--- src/rtl/seg_display_arbiter.sv ---
// Display owner arbiter: grants one of four services the shared 4-digit 7-segment display,
// scans its BCD digits onto seg/anode and blinks the edited digit. Define SEG_DP_COLON_EN for an MM.SS colon.
module seg_display_arbiter #(
  parameter int SCAN_DIV  = 1000,
  parameter int BLINK_DIV = 250
) (
  input  logic        clk,
  input  logic        reset,
  input  logic [3:0]  req,
  input  logic [3:0]  done,
  input  logic [15:0] num_s1,
  input  logic [15:0] num_s2,
  input  logic [15:0] num_s3,
  input  logic [15:0] num_s4,
  input  logic [3:0]  edit_sel,
  output logic [3:0]  grant,
  output logic        busy,
  output logic [3:0]  spdt_led,
  output logic [7:0]  seg,
  output logic [3:0]  anode
);

  localparam int PW = $clog2(SCAN_DIV);
  localparam int BW = $clog2(BLINK_DIV + 1);
  localparam logic [PW-1:0] PRE_LAST = PW'(SCAN_DIV - 1);
  localparam logic [BW-1:0] RND_LAST = BW'(BLINK_DIV - 1);

  typedef enum logic [1:0] {IDLE, OWNED, LOCKED} state_t;

  state_t     state, state_next;
  logic [3:0] owner, owner_next;

  // NOTE: sequential state uses non-blocking assignments so every register samples pre-edge values.
  always_ff @(posedge clk or posedge reset) begin
    if (reset) begin
      state <= IDLE;
      owner <= 4'b0000;
    end else begin
      state <= state_next;
      owner <= owner_next;
    end
  end

  // NOTE: defaults first so no path through the case leaves a variable unassigned (no latches).
  always_comb begin
    state_next = state;
    owner_next = owner;
    case (state)
      IDLE: begin
        if (req != 4'b0000) begin
          state_next = OWNED;
          casez (req)
            4'b1???: owner_next = 4'b1000;
            4'b01??: owner_next = 4'b0100;
            4'b001?: owner_next = 4'b0010;
            default: owner_next = 4'b0001;
          endcase
        end
      end
      OWNED: begin
        if ((done & owner) != 4'b0000)     state_next = LOCKED;
        else if ((req & owner) == 4'b0000) state_next = IDLE;
      end
      LOCKED: begin
        // owner still names the finished service; wait for its switch to drop
        if ((req & owner) == 4'b0000) state_next = IDLE;
      end
      default: state_next = IDLE;
    endcase
  end

  assign grant    = (state == OWNED) ? owner : 4'b0000;
  assign busy     = (grant != 4'b0000);
  assign spdt_led = grant;

  logic [PW-1:0] pre;
  logic [1:0]    slot;
  logic [BW-1:0] rnd;
  logic          blink;
  logic          pre_wrap;
  logic          load;

  assign pre_wrap = (pre == PRE_LAST);
  assign load     = (pre == '0);

  always_ff @(posedge clk or posedge reset) begin
    if (reset) begin
      pre   <= '0;
      slot  <= 2'd0;
      rnd   <= '0;
      blink <= 1'b1;
    end else if (pre_wrap) begin
      pre  <= '0;
      slot <= slot + 2'd1;
      if (slot == 2'd3) begin
        if (rnd == RND_LAST) begin
          rnd   <= '0;
          blink <= ~blink;
        end else begin
          rnd <= rnd + 1'b1;
        end
      end
    end else begin
      pre <= pre + 1'b1;
    end
  end

  function automatic logic [6:0] to_7seg(input logic [3:0] v);
    case (v)
      4'd0:    to_7seg = 7'b0111111;
      4'd1:    to_7seg = 7'b0000110;
      4'd2:    to_7seg = 7'b1011011;
      4'd3:    to_7seg = 7'b1001111;
      4'd4:    to_7seg = 7'b1100110;
      4'd5:    to_7seg = 7'b1101101;
      4'd6:    to_7seg = 7'b1111101;
      4'd7:    to_7seg = 7'b0000111;
      4'd8:    to_7seg = 7'b1111111;
      4'd9:    to_7seg = 7'b1101111;
      default: to_7seg = 7'b0000000;
    endcase
  endfunction

  logic [15:0] cur_num;
  logic [3:0]  nibble;
  logic        digit_on;
  logic        dp;
  logic [7:0]  seg_d;
  logic [3:0]  anode_d;

  always_comb begin
    case (owner)
      4'b1000: cur_num = num_s1;
      4'b0100: cur_num = num_s2;
      4'b0010: cur_num = num_s3;
      default: cur_num = num_s4;
    endcase
    // slot 0 is the leftmost digit, so the nibble and edit bit index from the top
    nibble   = cur_num[{~slot, 2'b00} +: 4];
    digit_on = busy && !(edit_sel[~slot] && !blink);
`ifdef SEG_DP_COLON_EN
    dp = busy && (slot == 2'd1);
`else
    dp = 1'b0;
`endif
    seg_d   = {dp, digit_on ? to_7seg(nibble) : 7'b0000000};
    anode_d = ~(4'b1000 >> slot);
  end

  always_ff @(posedge clk or posedge reset) begin
    if (reset) begin
      seg   <= 8'h00;
      anode <= 4'b1111;
    end else if (load) begin
      seg   <= seg_d;
      anode <= anode_d;
    end
  end

endmodule

--- config.mk ---
export PLATFORM = sky130hd
export DESIGN_NAME = seg_display_arbiter
export DESIGN_NICKNAME = d
export VERILOG_FILES = /design/src/rtl/seg_display_arbiter.sv
export SDC_FILE = /design/constraint.sdc
export NUM_CORES = 1
export LEC_CHECK = 0
export BUFFER_PORTS_ARGS = -buffer_cell sky130_fd_sc_hd__buf_2
export CELL_PAD_IN_SITES_DETAIL_PLACEMENT = 0
export CELL_PAD_IN_SITES_GLOBAL_PLACEMENT = 1
export CORE_MARGIN = 3
export CORE_UTILIZATION = 30
export CTS_BUF_LIST = sky130_fd_sc_hd__clkbuf_16
export CTS_CLUSTER_DIAMETER = 80
export DETAILED_ROUTE_END_ITERATION = 8
export PLACE_DENSITY_LB_ADDON = 0.1
export SYNTH_ARGS = -nofsm -noshare
export SYNTH_HDL_FRONTEND = slang
export SYNTH_SLANG_ARGS = --single-unit
--- constraint.sdc ---
create_clock -name clk -period 4.1 [get_ports clk]
set_input_delay 0.205 -clock clk [delete_from_list [all_inputs] [get_ports clk]]
set_output_delay 0.205 -clock clk [all_outputs]
set_load 0.01 [all_outputs]
==> run metrics, run 1 <==
post-synthesis share of cell area spent on full adders, half adders and majority gates=5.87%; hold violation total from the final report=0; Filler Cells Inserted=just over 900; height of the die=slightly above 100 microns; Clock transition at path regs=roughly 60 ps; maximum operating frequency=296 MHz; Yosys cell types=61; maximum clock skew at final layout=approximately 6.7 ps; maximum number of pins on one net before global-route repair=39; CP max stage cell=sky130_fd_sc_hd__nor2b_1; average wire length per cell after detail routing=approximately 16 microns; async set-or-reset flop fraction in the synthesized netlist=between 90% and 100%; fraction of final layout cells with drive strength greater than 1=about a third; reported leakage power=1.62 nW; Worst Setup Slack, final=roughly 720 ps; Resize count post-CTS=0; startpoint class of the critical path=flip-flop; number of antenna violations at the first check in global routing=0; compound-cell area share of the yosys netlist=a little over a quarter; mean post-synth cell area=slightly above 9 sq um; RSZ-0062 raised after global routing=no; Crit path buffers/inverters=1; area of the mapped netlist=roughly 2800 sq um; fraction of the mapped netlist area in simple logic gates=a little over a fifth; Tightest Pin Transition=770 ps; Syn-to-layout area delta=24.2%; Detailed Route Iter0 Violations=97; clock buffer count from CTS=5; Residual DRC=0; Synth Instances=301; Synth warnings=0; net switching power=just over 0.7 mW; first-pass GRT wire length=approximately 13 mm; xor and xnor area share after synthesis=approximately 3.2%; sequential cell area fraction in the yosys report=between 30% and 40%; part of the cycle the worst path needs=82.4%; IR drop worst, VDD=0.000267 V; classification of the worst-slack hold path=in2async; post-detailed-placement half-perimeter wirelength=between 6 and 7 mm; switching share of total power=a little over two fifths; Final Routed Wirelength=between 8 and 9 mm; via density per instance=about 5.2; top-level I/O count=just under 100; post-layout minimum cycle time=about 3400 ps; nature of the critical path endpoint=flip-flop; number of H-tree levels=2; normalized max-slew margin=between 40 and 50%; part of the power in the clock network=between 20 and 25%; Primary FF master, synth=sky130_fd_sc_hd__dfrtp_1; slowest cell delay on critical path=680 ps; Die Area=10,400 sq um; max_cap viols=0; input/output buffers=97; share of total power in sequential cells=28.7%; clock latency at the later pin of the worst-skew pair=~280 ps; ordered cell list for the critical path=nor2b_1 > o311ai_4 > a221oi_1 > o21ai_1 > a31oi_2 > inv_1 > ha_1 > mux2_1 > o211ai_1; clock tree sinks=38; fraction of synthesized area in multiplexers=2.39%; internal power of the cells=just under 1 mW; TritonCTS clock tree=yes; via total after detailed routing=around 2,600; critical path required time=roughly 4300 ps; number of nets in the layout=480; library cell used as clock root buffer=sky130_fd_sc_hd__clkbuf_16; Starting Density=between 30% and 40%; data arrival time of the critical path=roughly 3600 ps; EDFF count, synth=0; combinational power share=around half; combinational family with the most area after synthesis=compound AO/OA/AOI/OAI gates; overflow left after global routing=0; core area=8850 sq um; Max FO, Critical Path=18; worst-case setup slack after placement=773 ps; row cnt=34; length of the first detailed-routing pass in iterations=4; Sum Neg Setup Slack=0 ps; family with the most delay on the worst path=compound AO/OA/AOI/OAI gates; Final Setup Violations=0; register bit count reported by yosys=38; global-route total usage across every layer=between 10% and 20%; overall power=roughly 1.7 mW; syn nets=around 390; chip width=102 microns; setup fix buffers added after clock tree synthesis=0; total power per unit cell area=approximately 500 nW/um^2; final weighted congestion in routability-driven placement=just over 0.8; quantity of hold-fixing buffers added after cts=0; number of buffers on the longest clock path=2; number of global-route vias before repair=between 2,000 and 3,000; ant diodes=0; final count of pins violating max slew=0; kind of critical path=reg2reg; run status=completed; number of nets with antenna violations after routing=0
worst register-to-register path, delay by kind of cell, from the launching register on:
family                   cells  cell delay (ps)
adder cells (fa/ha/maj)      1              310
buffers and inverters        1              120
AO/OA/AOI/OAI                5             1340
AND/OR/NAND/NOR              1              690
flip-flops                   1              560
multiplexers                 1              290
final cells by class:
class / count / area [sq um] / share of cell area [%]
sequential: 38 / 957 / 27.8
timing repair buffer: 101 / 515 / 15.0
clock inverter: 3 / 16.3 / 0.473
multi-input combinational: 231 / 1640 / 47.8
clock buffer: 5 / 125 / 3.64
tap: 108 / 135 / 3.93
inverter: 12 / 45.0 / 1.31
logic make-up after synthesis:
logic type | count (synthesis)
XOR/XNOR | 10
buffers and inverters | 32
AND/OR/NAND/NOR | 105
flip-flops | 38
AO/OA/AOI/OAI | 97
multiplexers | 5
other | 1
adder cells (fa/ha/maj) | 13
path summary, 6_finish.rpt:
check                                     start                    to  slack, ps  depth (start not counted)
max in group asynchronous                 reset  anode[3]$_DFFE_PP1N_       3710                          3
hold reg to reg            anode[1]$_DFFE_PP1N_  anode[1]$_DFFE_PP1N_        480                          2
setup reg to reg           owner[1]$_DFFE_PP0P_    seg[3]$_DFFE_PP0N_        720                          9
min in group clk                         req[3]  owner[3]$_DFFE_PP0P_        190                          3
setup / recovery           owner[1]$_DFFE_PP0P_    seg[3]$_DFFE_PP0N_        720                          9
hold / removal                            reset      pre[9]$_DFF_PP0_         30                          3
cell usage in the layout (no fill, tap or decap), types with 2 or more instances in the layout:
cell type	Yosys	layout
sky130_fd_sc_hd__a211o_1	2	2
sky130_fd_sc_hd__a211oi_1	2	2
sky130_fd_sc_hd__a21o_1	3	3
sky130_fd_sc_hd__a21oi_1	13	13
sky130_fd_sc_hd__a221oi_1	14	14
sky130_fd_sc_hd__a22o_1	13	13
sky130_fd_sc_hd__a22oi_1	3	3
sky130_fd_sc_hd__a311o_1	2	2
sky130_fd_sc_hd__a32oi_1	3	3
sky130_fd_sc_hd__and2_1	4	4
sky130_fd_sc_hd__and3_1	2	2
sky130_fd_sc_hd__and3b_1	4	4
sky130_fd_sc_hd__buf_2	5	97
sky130_fd_sc_hd__buf_4	5	4
sky130_fd_sc_hd__clkbuf_16	0	5
sky130_fd_sc_hd__dfrtp_1	33	33
sky130_fd_sc_hd__dfstp_2	5	5
sky130_fd_sc_hd__ha_1	13	13
sky130_fd_sc_hd__inv_1	12	12
sky130_fd_sc_hd__mux2_1	2	2
sky130_fd_sc_hd__nand2_1	31	31
sky130_fd_sc_hd__nand2b_1	2	2
sky130_fd_sc_hd__nand3_1	7	7
sky130_fd_sc_hd__nand4_1	2	2
sky130_fd_sc_hd__nor2_1	20	20
sky130_fd_sc_hd__nor2b_1	13	13
sky130_fd_sc_hd__nor3_1	5	5
sky130_fd_sc_hd__nor4_1	2	2
sky130_fd_sc_hd__o211ai_1	4	4
sky130_fd_sc_hd__o21ai_0	19	19
sky130_fd_sc_hd__o2bb2ai_1	2	2
sky130_fd_sc_hd__o31ai_1	5	5
sky130_fd_sc_hd__or3_1	4	4
sky130_fd_sc_hd__xnor2_1	3	3
sky130_fd_sc_hd__xor2_1	7	7
stage by stage:
stage,hold WS (ps),std cells,cell area (sq um),utilization [%]
5_1_grt,106,498,3440,38.9
2_1_floorplan,310,301,2770,-
3_5_place_dp,361,490,3300,37.3
3_3_place_gp,357,490,3300,37.3
4_1_cts,56.8,498,3440,38.9
6_report,29.3,498,3440,38.9
power groups by stage:
stage          clock network (mW)  logic (mW)  registers (mW)
2_1_floorplan                   0       0.716           0.437
3_3_place_gp                    0       0.843           0.494
3_5_place_dp                    0       0.841           0.493
4_1_cts                     0.389       0.844           0.488
5_1_grt                     0.407       0.938           0.501
6_report                    0.374       0.842           0.489
state kept, by name, summed over array words and instances (netlist names):
register	flops
blink	1
state	2
rnd	8
owner	4
seg	7
slot	2
pre	10
anode	4
cells in the mapped netlist (7+ instances only):
| master | n | area share (%) |
|---|---|---|
| sky130_fd_sc_hd__nor2b_1 | 13 | 2.9 |
| sky130_fd_sc_hd__clkbuf_1 | 7 | 0.95 |
| sky130_fd_sc_hd__ha_1 | 13 | 5.9 |
| sky130_fd_sc_hd__nand3_1 | 7 | 1.3 |
| sky130_fd_sc_hd__nand2_1 | 31 | 4.2 |
| sky130_fd_sc_hd__a221oi_1 | 14 | 4.4 |
| sky130_fd_sc_hd__a21oi_1 | 13 | 2.3 |
| sky130_fd_sc_hd__dfrtp_1 | 33 | 30 |
| sky130_fd_sc_hd__inv_1 | 12 | 1.6 |
| sky130_fd_sc_hd__a22o_1 | 13 | 4.1 |
| sky130_fd_sc_hd__xor2_1 | 7 | 2.2 |
| sky130_fd_sc_hd__nor2_1 | 20 | 2.7 |
| sky130_fd_sc_hd__o21ai_0 | 19 | 3.4 |
per-layer routing:
metal  up-vias  wire length, microns  track usage, %
met2        55                  3760            24.0
met4         0                    42            3.03
li1       1291                     -               -
met3         6                   324            3.41
met5         -                     0               0
met1      1243                  3890            21.8
Note: power is estimated with default switching activity, not from simulation.
==> inputs of run 2 (changes only) <==
clock period = 2.9 ns   (was 4.1 ns; I/O delays follow)
==> run 2 against run 1 <==
- the flow now finishes with violations (hold timing)
- combinational power up 62%
- global-route usage down 0.14 points
- first-iteration DRC count down 8.2%
- flip-flop and latch count unchanged
- via count up 1.9%
- cell count up 2.8%
- power up 50%
- register-to-register slack worse by 520 ps
- clock skew down 2.0 ps
- critical endpoint unchanged
- largest cell class unchanged
- largest power group unchanged
==> run metrics, run 2 (synthesis results as in run 1) <==
worst-case register-to-register setup slack=between 200 and 250 ps; register name with the most flops=pre; minimum hold slack=-13.0 ps; reported leakage power=about 1.7 nW; post-layout instance area=between 3000 and 4000 sq um; most common library cell in the layout ignoring fill and taps=sky130_fd_sc_hd__buf_2; number of nets in the layout=494; chip width=102 microns; via density per instance=5.17; number of nets with antenna violations after routing=0; kind of critical path=reg2reg; row cnt=34; flip-flop count of the largest register, all copies and words added=10; Largest regs=pre x10, rnd x8, seg x7; clock tree sinks=38; overflow left after global routing=0; hold violation total from the final report=31; via total after detailed routing=about 2,600; normalized max-slew margin=approximately 60%; final weighted congestion in routability-driven placement=around 0.86; max_cap viols=0; post-layout minimum cycle time=roughly 2700 ps; classification of the worst-slack hold path=in2async; fraction of final layout cells with drive strength greater than 1=35.1%; number of global-route vias before repair=~2,600; Clock transition at path regs=about 60 ps; Reg2Reg Capture Point=seg[3]$_DFFE_PP0N_; ant diodes=0; height of the die=just over 100 microns; clock latency at the later pin of the worst-skew pair=280 ps; RSZ-0062 raised after global routing=no; top-level I/O count=just under 100; maximum clock skew at final layout=~4.6 ps; most numerous cell on the critical path=sky130_fd_sc_hd__buf_4; Tightest Pin Transition=between 500 and 600 ps; clock buffer count from CTS=5; library cell used as clock root buffer=sky130_fd_sc_hd__clkbuf_16; failing checks=hold timing; maximum operating frequency=approximately 370 MHz; CP max stage cell=sky130_fd_sc_hd__dfrtp_1; r2r worst-path depth=11; TritonCTS clock tree=yes; Max FO, Critical Path=9; top library cells by usage in the layout, fill and taps aside=sky130_fd_sc_hd__buf_2 (97), sky130_fd_sc_hd__dfrtp_1 (33), sky130_fd_sc_hd__nand2_1 (31); Syn-to-layout area delta=28.1%; part of the cycle the worst path needs=~93%; slowest cell delay on critical path=around 460 ps; worst-case setup slack after placement=between 100 and 150 ps; Worst Setup Slack, final=202 ps; data arrival time of the critical path=between 2000 and 3000 ps; startpoint of the most critical register-to-register path=owner[2]$_DFFE_PP0P_; number of H-tree levels=2; global-route total usage across every layer=between 10% and 20%; total power per unit cell area=a little over 700 nW/um^2; Filler Cells Inserted=a little over 900; Die Area=about 10,000 sq um; length of the first detailed-routing pass in iterations=4; average wire length per cell after detail routing=15.7 microns; post-detailed-placement half-perimeter wirelength=6.53 mm; IR drop worst, VDD=0.000375 V; instance area after placement=between 3000 and 4000 sq um; post-layout utilization of the core=40.1%; critical path required time=3090 ps; final count of pins violating max slew=0; input/output buffers=97; core area=8850 sq um; Residual DRC=0; ordered cell list for the critical path=buf_4 > o21ai_1 > o311ai_4 > buf_4 > a221oi_1 > a211oi_1 > a31oi_2 > inv_1 > ha_1 > mux2_1 > o211ai_1; first-pass GRT wire length=approximately 13 mm; Detailed Route Iter0 Violations=a little under 90; startpoint class of the critical path=flip-flop; maximum number of pins on one net before global-route repair=39; number of antenna violations at the first check in global routing=0; Starting Density=a little under a third; nature of the critical path endpoint=flip-flop; quantity of hold-fixing buffers added after cts=0; Final Setup Violations=0; run status=finished with violations; number of buffers on the longest clock path=2; Final Routed Wirelength=between 8 and 9 mm; Sum Neg Setup Slack=0 ps
run 2: cell count changes in the layout (fill, tap and decap cells not counted):
cell / delta
sky130_fd_sc_hd__buf_4: +14
sky130_fd_sc_hd__nor2b_1: -1
sky130_fd_sc_hd__nor2b_2: +1
sky130_fd_sc_hd__o21ai_0: -1
sky130_fd_sc_hd__o21ai_1: +1
run 2: worst max path at each step:
stage / depth (start not counted) / startpoint / slack (ps) / end
2_1_floorplan: 12 / owner[3]$_DFFE_PP0P_ / 260 / seg[3]$_DFFE_PP0N_
3_3_place_gp: 9 / owner[1]$_DFFE_PP0P_ / 230 / seg[3]$_DFFE_PP0N_
3_5_place_dp: 9 / owner[2]$_DFFE_PP0P_ / 150 / seg[0]$_DFFE_PP0N_
4_1_cts: 9 / owner[2]$_DFFE_PP0P_ / 120 / seg[0]$_DFFE_PP0N_
5_1_grt: 11 / owner[1]$_DFFE_PP0P_ / 10 / seg[3]$_DFFE_PP0N_
6_report: 11 / owner[2]$_DFFE_PP0P_ / 200 / seg[3]$_DFFE_PP0N_
run 2: final cells by class:
type / count / area (sq um) / share of cell area, %
clock buffers: 5 / 125 / 3.53
inverters: 12 / 45.0 / 1.27
well taps: 108 / 135 / 3.81
repair buffers: 115 / 621 / 17.5
multi-input cells: 231 / 1650 / 46.4
flip-flops and latches: 38 / 957 / 27.0
clock inverters: 3 / 16.3 / 0.459
run 2: power breakdown:
group          switching (mW)  internal [mW]  leakage [nW]
Combinational           0.731          0.633          1.14
Sequential             0.0850          0.574         0.485
Clock                   0.215          0.314        0.0672
run 2: critical path: cells and delay by family, from the launching register on:
family	cells	cell delay, ps
DFF	1	460
buffers and inverters	3	480
AOI/OAI and AO/OA	6	1090
muxes	1	290
adders and majority gates	1	300
run 2: repair_timing:
item | CTS | global route
setup buffers | 0 | 2
gates resized for setup | 0 | 2
endpoints found under the setup margin | 0 | 3
run 2: metrics by stage:
stage | total power [mW] | std cells
after floorplan | 1.63 | 301
after global placement | 2.01 | 502
after detailed placement | 2.00 | 502
after CTS | 2.55 | 510
after global routing | 2.77 | 512
final | 2.55 | 512
run 2: metal layers:
metal / vias to the layer above / track usage (%) / part of all wire (%)
met4: 0 / 3.53 / 1.4
met2: 76 / 24.5 / 47
met5: - / 0 / 0
met1: 1241 / 21.2 / 48
li1: 1318 / - / -
met3: 10 / 2.73 / 4.2
